`src/rtl/kalman_ab_track.sv`:
```
// Fixed-gain alpha-beta tracker, one position/velocity filter per channel.
// Sequenced predict -> innovation -> update -> emit over four cycles per request.
module kalman_ab_track #(
  parameter int DISP_WIDTH = 11,
  parameter int NUM_CH     = 2,
  parameter int FRAC_W     = 8,
  parameter int ALPHA_SH   = 1,
  parameter int BETA_SH    = 2,
  parameter int MAX_COAST  = 15
) (
  input  logic                           clk,
  input  logic                           aresetn,
  input  logic [NUM_CH*DISP_WIDTH-1:0]   z_in,
  input  logic                           z_valid,
  input  logic                           coast,
  output logic                           z_ready,
  output logic [NUM_CH*DISP_WIDTH-1:0]   z_out,
  output logic                           out_valid,
  output logic                           locked
);

  localparam int STATE_W = DISP_WIDTH + FRAC_W + 2;
  localparam int CNT_W   = $clog2(MAX_COAST + 2);

  localparam logic signed [STATE_W-1:0] S_MAX = {1'b0, {(STATE_W-1){1'b1}}};
  localparam logic signed [STATE_W-1:0] S_MIN = {1'b1, {(STATE_W-1){1'b0}}};
  localparam logic signed [STATE_W:0]   HALF  =
    {{(STATE_W+1-FRAC_W){1'b0}}, 1'b1, {(FRAC_W-1){1'b0}}};
  localparam logic signed [STATE_W:0]   PIX_MAX =
    {{(STATE_W+1-DISP_WIDTH){1'b0}}, {DISP_WIDTH{1'b1}}};
  localparam logic [CNT_W-1:0] COAST_LIMIT = CNT_W'(MAX_COAST);

  typedef enum logic [2:0] {IDLE, PREDICT, INNOV, UPDATE, EMIT} state_t;

  state_t                          state_reg;
  logic                            is_meas_reg;
  logic [NUM_CH*DISP_WIDTH-1:0]    z_cap_reg;
  logic [CNT_W-1:0]                coast_cnt_reg;
  logic                            locked_reg;
  logic                            out_valid_reg;
  logic                            clear_track;

  function automatic logic signed [STATE_W-1:0] sat_add(
    input logic signed [STATE_W-1:0] a,
    input logic signed [STATE_W-1:0] b
  );
    logic signed [STATE_W:0] s;
    s = {a[STATE_W-1], a} + {b[STATE_W-1], b};
    if (s[STATE_W] != s[STATE_W-1]) return s[STATE_W] ? S_MIN : S_MAX;
    return s[STATE_W-1:0];
  endfunction

  function automatic logic signed [STATE_W-1:0] sat_sub(
    input logic signed [STATE_W-1:0] a,
    input logic signed [STATE_W-1:0] b
  );
    logic signed [STATE_W:0] s;
    s = {a[STATE_W-1], a} - {b[STATE_W-1], b};
    if (s[STATE_W] != s[STATE_W-1]) return s[STATE_W] ? S_MIN : S_MAX;
    return s[STATE_W-1:0];
  endfunction

  // Round half up to whole pixels, then clamp into the displayable range.
  function automatic logic [DISP_WIDTH-1:0] to_pixel(input logic signed [STATE_W-1:0] p);
    logic signed [STATE_W:0] ext;
    logic signed [STATE_W:0] q;
    ext = {p[STATE_W-1], p};
    ext = ext + HALF;
    q   = ext >>> FRAC_W;
    if (q < 0) return '0;
    if (q > PIX_MAX) return {DISP_WIDTH{1'b1}};
    return q[DISP_WIDTH-1:0];
  endfunction

  assign z_ready     = aresetn && (state_reg == IDLE);
  assign out_valid   = out_valid_reg;
  assign locked      = locked_reg;
  assign clear_track = (state_reg == EMIT) && !is_meas_reg && (coast_cnt_reg == COAST_LIMIT);

  always_ff @(posedge clk) begin
    if (!aresetn) begin
      state_reg     <= IDLE;
      is_meas_reg   <= 1'b0;
      z_cap_reg     <= '0;
      coast_cnt_reg <= '0;
      locked_reg    <= 1'b0;
      out_valid_reg <= 1'b0;
    end else begin
      out_valid_reg <= 1'b0;
      case (state_reg)
        IDLE: begin
          // A measurement always wins over a simultaneous coast request.
          if (z_valid) begin
            z_cap_reg   <= z_in;
            is_meas_reg <= 1'b1;
            state_reg   <= PREDICT;
          end else if (coast && locked_reg) begin
            is_meas_reg <= 1'b0;
            state_reg   <= PREDICT;
          end
        end
        PREDICT: state_reg <= INNOV;
        INNOV:   state_reg <= UPDATE;
        UPDATE: begin
          state_reg     <= EMIT;
          out_valid_reg <= 1'b1;
          if (is_meas_reg) coast_cnt_reg <= '0;
          else             coast_cnt_reg <= coast_cnt_reg + 1'b1;
        end
        EMIT: begin
          state_reg <= IDLE;
          if (is_meas_reg) begin
            locked_reg <= 1'b1;
          end else if (clear_track) begin
            locked_reg    <= 1'b0;
            coast_cnt_reg <= '0;
          end
        end
        default: state_reg <= IDLE;
      endcase
    end
  end

  generate
    for (genvar gi = 0; gi < NUM_CH; gi++) begin : g_ch
      logic signed [STATE_W-1:0] p_reg, v_reg, pp_reg, r_reg;
      logic signed [STATE_W-1:0] p_next, v_next;
      logic signed [STATE_W-1:0] z_fix;
      logic [DISP_WIDTH-1:0]     z_out_reg;

      assign z_fix = {2'b00, z_cap_reg[gi*DISP_WIDTH +: DISP_WIDTH], {FRAC_W{1'b0}}};
      assign z_out[gi*DISP_WIDTH +: DISP_WIDTH] = z_out_reg;

      always_comb begin
        p_next = pp_reg;
        v_next = v_reg;
        if (is_meas_reg && locked_reg) begin
          p_next = sat_add(pp_reg, r_reg >>> ALPHA_SH);
          v_next = sat_add(v_reg,  r_reg >>> BETA_SH);
        end else if (is_meas_reg) begin
          p_next = z_fix;
          v_next = '0;
        end
      end

      // The pixel output is taken from the freshly updated position so it
      // becomes visible in the same cycle as the out_valid pulse.
      always_ff @(posedge clk) begin
        if (!aresetn) begin
          p_reg     <= '0;
          v_reg     <= '0;
          pp_reg    <= '0;
          r_reg     <= '0;
          z_out_reg <= '0;
        end else begin
          case (state_reg)
            PREDICT: pp_reg <= sat_add(p_reg, v_reg);
            INNOV:   r_reg  <= sat_sub(z_fix, pp_reg);
            UPDATE: begin
              p_reg     <= p_next;
              v_reg     <= v_next;
              z_out_reg <= to_pixel(p_next);
            end
            EMIT: begin
              if (clear_track) begin
                p_reg <= '0;
                v_reg <= '0;
              end
            end
            default: ;
          endcase
        end
      end
    end
  endgenerate

endmodule

```
`config.mk`:
```
export PLATFORM = sky130hd
export DESIGN_NAME = kalman_ab_track
export DESIGN_NICKNAME = d
export VERILOG_FILES = /design/src/rtl/kalman_ab_track.sv
export SDC_FILE = /design/constraint.sdc
export NUM_CORES = 1
export LEC_CHECK = 0
export CAP_MARGIN = 20
export CELL_PAD_IN_SITES_DETAIL_PLACEMENT = 0
export CELL_PAD_IN_SITES_GLOBAL_PLACEMENT = 1
export CORE_UTILIZATION = 48
export DETAILED_ROUTE_END_ITERATION = 10
export PLACE_DENSITY_LB_ADDON = 0.1
export SKIP_CTS_REPAIR_TIMING = 1
export SYNTH_ARGS = -nofsm -noshare
export SYNTH_HDL_FRONTEND = slang
export SYNTH_SLANG_ARGS = --single-unit
```
`constraint.sdc`:
```
create_clock -name clk -period 5.83 [get_ports clk]
set_clock_uncertainty 0.2 [all_clocks]
set_input_delay 1.166 -clock clk [delete_from_list [all_inputs] [get_ports clk]]
set_output_delay 1.166 -clock clk [all_outputs]
set_load 0.01 [all_outputs]
```
# --- Word-level counts from Yosys, hierarchy flattened ---
# Index checks and enable logic that the tools add are counted.
word_totals:
  regBits: 223
  latch_bits: 0
  ramBits: 0
  rom_bits: 0
  inputBits: 26
  out_inout_bits: 25
  word_cells: 154
  n_memories: 0
classes:
  add_sub_neg: 11
  n_mul: 0
  n_div: 0
  magnitude_cmp: 4
  eq_ne: 17
  shifts: 0
  mux: 90
  bitwise_logic: 0
  reduce_logical: 16
ops:
  columns: ["cell", "n"]
  rows:
  - ["$mux 21", 32]
  - ["$pmux 21 s2", 4]
  - ["$mux 11", 8]
  - ["$add 21x19->22", 2]
  - ["$add 21x20->22", 2]
  - ["$add 21x21->22", 2]
  - ["$add 21x9->22 const B", 2]
  - ["$sub 20x21->22", 2]
  - ["$mux 1", 39]
  - ["$gt 14x12->1 const B", 2]
  - ["$lt 14x1->1 const B", 2]
  - ["$mux 5", 3]
  - ["$pmux 3 s4", 1]
  - ["$pmux 5 s2", 1]
  - ["$ne 1x1->1", 8]
  - ["$reduce_and 2->1", 4]
  - ["$eq 3x2->1 const B", 2]
  - ["$mux 3", 2]
  - ["$reduce_and 3->1", 2]
  - ["$reduce_bool 2->1", 3]
  - ["$add 5x1->5 const B", 1]
  - ["$eq 5x4->1 const B", 1]
  - ["$logic_and 1x1->1", 5]
  - ["$ne 2x2->1 const B", 2]
  - ["6 further kinds", 6]

# --- Longest topological paths before layout ---
# Gate-level depths: netlist of the first run.
depth:
  word_depth: 16
  depth_mapped: 21
  depth_no_buf: 20

# --- Worst setup path before layout of the first run ---
# OpenSTA, ideal clock, no wires.
synth_timing:
  path_kind: "reg-to-reg"
  startpoint: "register g_ch[1].pp_reg[0]"
  endpoint: "register g_ch[1].z_out_reg[0]"
  setup_ps: 58
  t_arrival_ps: 4273
  required_ps: 5572
  path_slack_ps: 1299
  path_stages_with_launch: 20
  path_buffers: 1
  period_less_slack_ps: 4531
  path_cell_list: "dfxtp_1 -> ha_1 -> fa_1 -> a211oi_1 -> o21ai_0 -> nand4_1 -> a21oi_1 -> nor3_4 -> mux2i_1 -> buf_4 -> nand2_2 -> o2bb2ai_1 -> ha_1 -> nand2_1 -> a31oi_1 -> nand4_1 -> or3_1 -> a211o_1 -> a31oi_1 -> a21o_1"
synth_via:
  elab_chain_len: 14
  word_cells_on_any_way: 22
  cone_classes: "add/sub: 2; order compare: 2; eq/ne: 1; mux: 17"
synth_lines:
  columns: ["item", "line", "source"]
  rows:
  - ["start: declaration", "126", "logic signed [STATE_W-1:0] p_reg, v_reg, pp_reg, r_reg;"]
  - ["start signal: assignment", "157", "PREDICT: pp_reg <= sat_add(p_reg, v_reg);"]
  - ["$add 21x20->22", "48", "s = {a[STATE_W-1], a} + {b[STATE_W-1], b};"]
  - ["$ne 1x1->1", "49", "if (s[STATE_W] != s[STATE_W-1]) return s[STATE_W] ? S_MIN : S_MAX;"]
  - ["$mux 1", "49", null]
  - ["$mux 1", "137", "if (is_meas_reg && locked_reg) begin"]
  - ["$mux 21", "50", "return s[STATE_W-1:0];"]
  - ["$mux 21 *", "137", null]
  - ["$add 21x9->22 *", "68", "ext = ext + HALF;"]
  - ["$gt 14x12->1", "71", "if (q > PIX_MAX) return {DISP_WIDTH{1'b1}};"]
  - ["$mux 1 (2 in a row)", "71", null]
  - ["$mux 1", "156", "case (state_reg)"]
  - ["$mux 1", "149", "if (!aresetn) begin"]
  - ["$mux 11", "72", "return q[DISP_WIDTH-1:0];"]
  - ["$mux 11 *", "71", null]
  - ["end signal: assignment", "162", "z_out_reg <= to_pixel(p_next);"]
  - ["end: declaration", "129", "logic [DISP_WIDTH-1:0] z_out_reg;"]
# Mark *: on every way between the ends. The rest lies on a longest branch, timed or not. The select of a mux whose other input is x is not followed.
# A chain may end at the register's enable or synchronous reset.

# --- Worst setup path in the final report of the first run ---
layout_timing:
  startpoint: "register g_ch[1].pp_reg[0]"
  endpoint: "register g_ch[1].z_out_reg[6]"
# Same word-level chain as after synthesis.

==> results of run 1 <==
logic make-up after synthesis:
kind of cell | Yosys count
compound gates | 758
xor+xnor | 143
fa+ha+maj | 172
flops | 221
simple gates | 642
buf+inv | 181
mux | 8
through the flow:
| stage | worst slack [ps] | hold slack, ps | instance area, um2 | instances |
|---|---|---|---|---|
| after CTS | 617 | 268 | 18500 | 2606 |
| after floorplan | 1300 | 239 | 16700 | 2125 |
| after global routing | 235 | 283 | 18500 | 2606 |
| after detailed placement | 643 | 255 | 17600 | 2558 |
| final | 520 | 263 | 18500 | 2606 |
| after global placement | 787 | 245 | 17600 | 2558 |
critical path, stage by stage (launching register included):
cell       delay (ps)
dfxtp_1           350
ha_1              250
fa_1              430
a211oi_1          320
o21ai_0           210
nand4_1           230
a21oi_1           130
nor3_4            260
mux2i_1           260
buf_4             200
nand2_2           160
o2bb2ai_1         370
ha_1              270
nand2_1            60
a31oi_1           230
nand4_1           200
or3_1             410
a211o_1           400
a31oi_1           200
a21o_1            100
worst max path at each step:
stage	end	slack (ps)	cells past startpoint
global route	g_ch[1].z_out_reg[9]	240	19
CTS	g_ch[1].z_out_reg[6]	620	19
global placement	g_ch[1].z_out_reg[9]	790	19
floorplan	g_ch[1].z_out_reg[0]	1300	19
detailed placement	g_ch[1].z_out_reg[6]	640	19
finish	g_ch[1].z_out_reg[6]	520	19
power groups by stage:
| stage | sequential (mW) | combinational (mW) | clock [mW] |
|---|---|---|---|
| after CTS | 1.66 | 0.956 | 1.75 |
| final | 1.66 | 0.970 | 1.72 |
| after global placement | 1.69 | 0.946 | 0 |
| after global routing | 1.67 | 1.07 | 1.81 |
| after floorplan | 1.65 | 0.695 | 0 |
| after detailed placement | 1.69 | 0.947 | 0 |
per-layer routing:
metal  GRT usage  share of wire  vias to the layer above
li1            -              -                     7769
met1       0.459           0.51                     7453
met2       0.437           0.40                      472
met3      0.0464          0.072                       70
met4      0.0614          0.019                        0
met5           0              0                        -
area by class of cell:
cell class              count  area [um2]  share of cell area
repair buffers             81         728              0.0394
well taps                 448         561              0.0304
clock inverters            12         146             0.00793
inverters                  85         320              0.0173
multi-input cells        1723       11500               0.625
clock buffers              36         739              0.0400
flip-flops and latches    221        4420               0.240
layout by cell type (no fill, tap or decap), types with 42 or more instances in the layout:
| master | instances |
|---|---|
| a21oi_1 | 239 |
| dfxtp_1 | 221 |
| o21ai_0 | 169 |
| a22oi_1 | 42 |
| nand2_1 | 232 |
| a21o_1 | 57 |
| inv_1 | 84 |
| clkdlybuf4s50_1 | 49 |
| nor2_1 | 166 |
| ha_1 | 154 |
| xnor2_1 | 91 |
| nand3_1 | 45 |
| xor2_1 | 52 |
==> metrics.md, run 1 <==
| Metric | Value |
|---|---|
| Cells on Worst Hold Path | 1 |
| Die Y | 188 um |
| Clock tree buffer depth | 3 |
| Sink Count | 221 |
| WP data arrival | 5610 ps |
| Tot GR Track Use | 0.300 |
| Vias in the first global route | 14643 |
| Yosys Warn Count | 0 |
| FF-to-FF Start | g_ch[1].pp_reg[0] |
| Final nets | 2325 |
| Register share of total power | 0.382 |
| Ys async rst share | 0 |
| Synth top area share | 0.265 |
| Post-synth top area cell | dfxtp_1 |
| First-pass GRT wire length | 84100 um |
| Mapped cell area | 16700 um2 |
| Layout area overhead | 10.8% |
| PortBufs | 50 |
| Largest net degree at the start of global routing | 55 |
| Final setup vio count | 0 |
| Largest family of logic cells by synthesized area | compound AO/OA/AOI/OAI gates |
| Max Cap Viol | 0 |
| Tcrit/Tclk final | 0.911 |
| CTS root buf | clkbuf_16 |
| Netlist cell types | 106 |
| Initial Utilization | 0.492 |
| Startpoint Class | flop |
| WP data required | 6130 ps |
| Pwr Density | 236 nW/um2 |
| Antenna cell count | 0 |
| Initial antenna violation count | 0 |
| Main synth FF type | dfxtp_1 |
| Routed WL | 53800 um |
| Setup TNS | 0 ps |
| Slew Viols, Final | 0 |
| Clk slew on worst S/H paths | 60 ps |
| Share of layout cells above drive strength 1 | 0.0635 |
| Die W | 188 um |
| Post-DP HPWL | 40400 um |
| Crit. Startpoint | g_ch[1].pp_reg[0] |
| Synth Area in Compound Gates | 0.299 |
| Hold Crit Endpoint | g_ch[1].z_out_reg[4] |
| Hold wc startpoint | g_ch[1].z_out_reg[4] |
| Slew @ Worst Pin | 1000 ps |
| Static Leakage | 7.81 nW |
| Switching pwr | 1.41 mW |
| Post-synthesis xor/xnor area fraction | 0.0751 |
| Post-route DRC | 0 |
| Fraction of the mapped netlist area in simple logic gates | 0.181 |
| Fmax | 188 MHz |
| Syn_nets | 2311 |
| H-Tree Depth | 1 |
| Slew headroom | 0.333 |
| DRT antenna net count | 0 |
| Element type at the critical path end | flop |
| Setup CP Type | flop to flop |
| Period minus WS final | 5310 ps |
| Core ar. | 33900 um2 |
| Final Core Density | 0.545 |
| Via count | 15764 |
| Number of fill cells | 3273 |
| Synth cell count leaders | a21oi_1, nand2_1, dfxtp_1 |
| Pre-antenna DRT Iters | 5 |
| Die Footprint | 35500 um2 |
| Flop and latch count out of synthesis | 221 |
| Adder-cell share of the synthesized area | 0.130 |
| Avg Cell Area, Syn | 7.84 um2 |
| R2R setup slack | 520 ps |
| Final Hold Fails | 0 |
| Multiplexer share of the synthesized area | 0.00488 |
| Clock power frac | 0.395 |
| Number of synthesized flops with an enable pin | 0 |
| Comb power frac | 0.223 |
| Total grt overflow | 0 |
| Tightest Hold Check Type | flop to flop |
| Status | complete, no violations |
| CTS tree | built |
| Worst-skew pair later-pin latency | 570 ps |
| Ports | 51 |
| Top-count cell post-synth | a21oi_1 |
| Worst R2R Path Depth | 19 |
| VDD IR-drop max | 0.000211 V |
| DR iter-0 viols | 1230 |
| Area contributors post-synth | dfxtp_1, ha_1, a21oi_1, nand2_1, o21ai_0 |
| Sw frac | 0.323 |
| RSZ-0062 raised after global routing | false |
| CTS buffer count | 27 |
| Floorplan row count | 67 |
| Seq/Total Area, Yosys | 0.265 |
| Post-Syn Instances | 2125 |
| Crit path max fanout | 11 |
| Design Power | 4.36 mW |
| Reg2reg end | g_ch[1].z_out_reg[6] |
| RePlAce Congestion | 0.964 |
| Internal power | 2.95 mW |
| Vias/cell | 6.05 |
| Mean routed wirelength per cell | 20.6 um |
(Power assumes the default switching activity.)
==> run 2: changes to the inputs <==
--- a/config.mk
+++ b/config.mk
@@ -9,6 +9,7 @@
 export CELL_PAD_IN_SITES_DETAIL_PLACEMENT = 0
 export CELL_PAD_IN_SITES_GLOBAL_PLACEMENT = 1
 export CORE_UTILIZATION = 48
+export CTS_BUF_LIST = sky130_fd_sc_hd__clkbuf_16
 export DETAILED_ROUTE_END_ITERATION = 10
 export PLACE_DENSITY_LB_ADDON = 0.1
 export SKIP_CTS_REPAIR_TIMING = 1
==> metrics.md, run 2 (synthesis gave the netlist of run 1 again) <==
| Metric | Value |
|---|---|
| Slew headroom | 0.286 (-0.0473) |
| Final setup vio count | 0 (unchanged) |
| Crit path max fanout | 11 (unchanged) |
| CP Cell Sequence | ha_1, fa_1, a211oi_1, o21ai_0, nand4_1, a21oi_1, nor3_4, mux2i_1, buf_4, nand2_2, o2bb2ai_1, ha_1, nand2_1, a31oi_1, nand4_1, or3_1, a211o_1, a31oi_1, a21o_1 |
| Final Hold Fails | 0 (unchanged) |
| Tot GR Track Use | 0.300 (about the same) |
| CTS buffer count | 27 (unchanged) |
| Floorplan row count | 67 (unchanged) |
| FF-to-FF Start | g_ch[1].pp_reg[0] |
| First-pass GRT wire length | 84100 um (about the same) |
| Pre-antenna DRT Iters | 5 (unchanged) |
| Via count | 15692 (-0.46%) |
| Number of fill cells | 3276 (+0.092%) |
| Die Footprint | 35500 um2 (unchanged) |
| Crit. Startpoint | g_ch[1].pp_reg[0] |
| Startpoint Class | flop |
| Buf/Inv on CP | 1 (unchanged) |
| Post-route DRC | 0 (unchanged) |
| Period minus WS final | 5300 ps (-9.65 ps) |
| Hold slack | 263 ps (+0.00300 ps) |
| Die W | 188 um (unchanged) |
| Layout area overhead | 10.6% |
| Static Leakage | 7.81 nW (+0.10%) |
| Antenna cell count | 0 (unchanged) |
| Final nets | 2325 (unchanged) |
| Clk slew on worst S/H paths | 60 ps (about the same) |
| Most frequent cells in the layout | a21oi_1, nand2_1, dfxtp_1 |
| CTS tree | built |
| PortBufs | 50 (unchanged) |
| WP data arrival | 5600 ps (about the same) |
| WP data required | 6130 ps (about the same) |
| CP top delay family | compound AO/OA/AOI/OAI gates |
| Switching pwr | 1.41 mW (about the same) |
| Total grt overflow | 0 (unchanged) |
| Largest stage delay, worst path | 430 ps (about the same) |
| Largest net degree at the start of global routing | 55 (unchanged) |
| Status | complete, no violations |
| Internal power | 2.90 mW (-1.7%) |
| Reg2reg end | g_ch[1].z_out_reg[6] |
| Pwr Density | 234 nW/um2 (-0.97%) |
| Flip-flop and latch area | 4420 um2 (unchanged) |
| Setup TNS | 0 ps (unchanged) |
| Register share of total power | 0.387 (+0.005) |
| Critical Path End | g_ch[1].z_out_reg[6] |
| DR iter-0 viols | 1240 (+0.81%) |
| Slew Viols, Final | 0 (unchanged) |
| Fmax | 189 MHz (+0.18%) |
| Slew @ Worst Pin | 1060 ps (+59.8 ps) |
| RePlAce Congestion | 0.964 (unchanged) |
| Setup CP Type | flop to flop |
| Sw frac | 0.327 (+0.00388) |
| CTS root buf | clkbuf_16 |
| RSZ-0062 raised after global routing | false |
| Tightest Hold Check Type | flop to flop |
| Worst-skew pair later-pin latency | 570 ps (about the same) |
| Initial antenna violation count | 0 (unchanged) |
| R2R setup slack | 530 ps (about the same) |
| Multi-input logic area | 11500 um2 (unchanged) |
| Clock power frac | 0.388 (-0.007) |
| Worst R2R Path Depth | 19 (unchanged) |
| DRT antenna net count | 0 (unchanged) |
| Sink Count | 221 (unchanged) |
| Comb power frac | 0.225 (+0.002) |
| Vias/cell | 6.02 (-0.46%) |
| Vias in the first global route | 14652 (+0.061%) |
| VDD IR-drop max | 0.000214 V (+1.1%) |
| Max Cap Viol | 0 (unchanged) |
| Routed WL | 53800 um (about the same) |
| Slowest CP cell | fa_1 |
| Element type at the critical path end | flop |
| Initial Utilization | 0.492 (unchanged) |
| Die Y | 188 um (unchanged) |
| Clock tree buffer depth | 3 (unchanged) |
| Most common cell after layout, fill and taps aside | a21oi_1 |
| Tcrit/Tclk final | 0.909 (-0.00166) |
| Mean routed wirelength per cell | 20.6 um (about the same) |
| Core ar. | 33900 um2 (unchanged) |
| H-Tree Depth | 1 (unchanged) |
| Share of layout cells above drive strength 1 | 0.0621 (-0.00139) |
| Ports | 51 (unchanged) |
| Post-DP HPWL | 40400 um (unchanged) |
| Stages on worst setup path | 19 (unchanged) |
## run 2: layout make-up
class	instances	share of cell area
Timing Repair Buffer	81	0.0395
Inverter	85	0.0174
Sequential cell	221	0.240
Tap cell	448	0.0304
Multi-Input combinational cell	1723	0.626
Clock buffer	27	0.0367
Clock inverter	21	0.00977
## run 2: how the worst min path moves through the flow
| stage | depth (start not counted) | to | start | slack (ps) |
|---|---|---|---|---|
| finish | 1 | g_ch[1].z_out_reg[4] | g_ch[1].z_out_reg[4] | 260 |
| detailed placement | 1 | g_ch[1].z_out_reg[4] | g_ch[1].z_out_reg[4] | 250 |
| CTS | 1 | g_ch[1].z_out_reg[4] | g_ch[1].z_out_reg[4] | 270 |
| global placement | 1 | g_ch[1].z_out_reg[7] | g_ch[1].z_out_reg[7] | 240 |
| global route | 1 | g_ch[1].z_out_reg[7] | g_ch[1].z_out_reg[7] | 280 |
| floorplan | 2 | g_ch[1].v_reg[0] | g_ch[1].v_reg[0] | 240 |
## run 2: power by group through the flow
stage	Combinational [mW]	Sequential (mW)	Clock [mW]
floorplan	0.695	1.65	0
global placement	0.946	1.69	0
detailed placement	0.947	1.69	0
CTS	0.956	1.66	1.70
global route	1.07	1.67	1.76
finish	0.970	1.66	1.67
## run 2: worst reg2reg max path, delay by kind of cell, from the launching register on
kind	cells	cell delay, ps
and+or+nand+nor	6	1320
buffers and inverters	1	210
DFF	1	350
adders and majority gates	3	950
muxes	1	260
AOI/OAI and AO/OA	8	1970
## run 2: per-stage QoR
stage	total power, mW	instances	worst slack, ps	utilization	area, um2
2_1_floorplan	2.34	2125	1300	-	16700
4_1_cts	4.32	2606	617	0.544	18400
5_1_grt	4.50	2606	235	0.544	18400
3_3_place_gp	2.64	2558	787	0.519	17600
6_report	4.31	2606	530	0.544	18400
3_5_place_dp	2.64	2558	643	0.519	17600
## run 2: layer usage
layer / part of all wire / GRT usage / vias up / wire, um
met4: 0.018 / 0.0614 / 0 / 975
met5: 0 / 0 / - / 0
li1: - / - / 7777 / -
met2: 0.41 / 0.437 / 474 / 21800
met3: 0.070 / 0.0464 / 62 / 3770
met1: 0.51 / 0.460 / 7379 / 27300
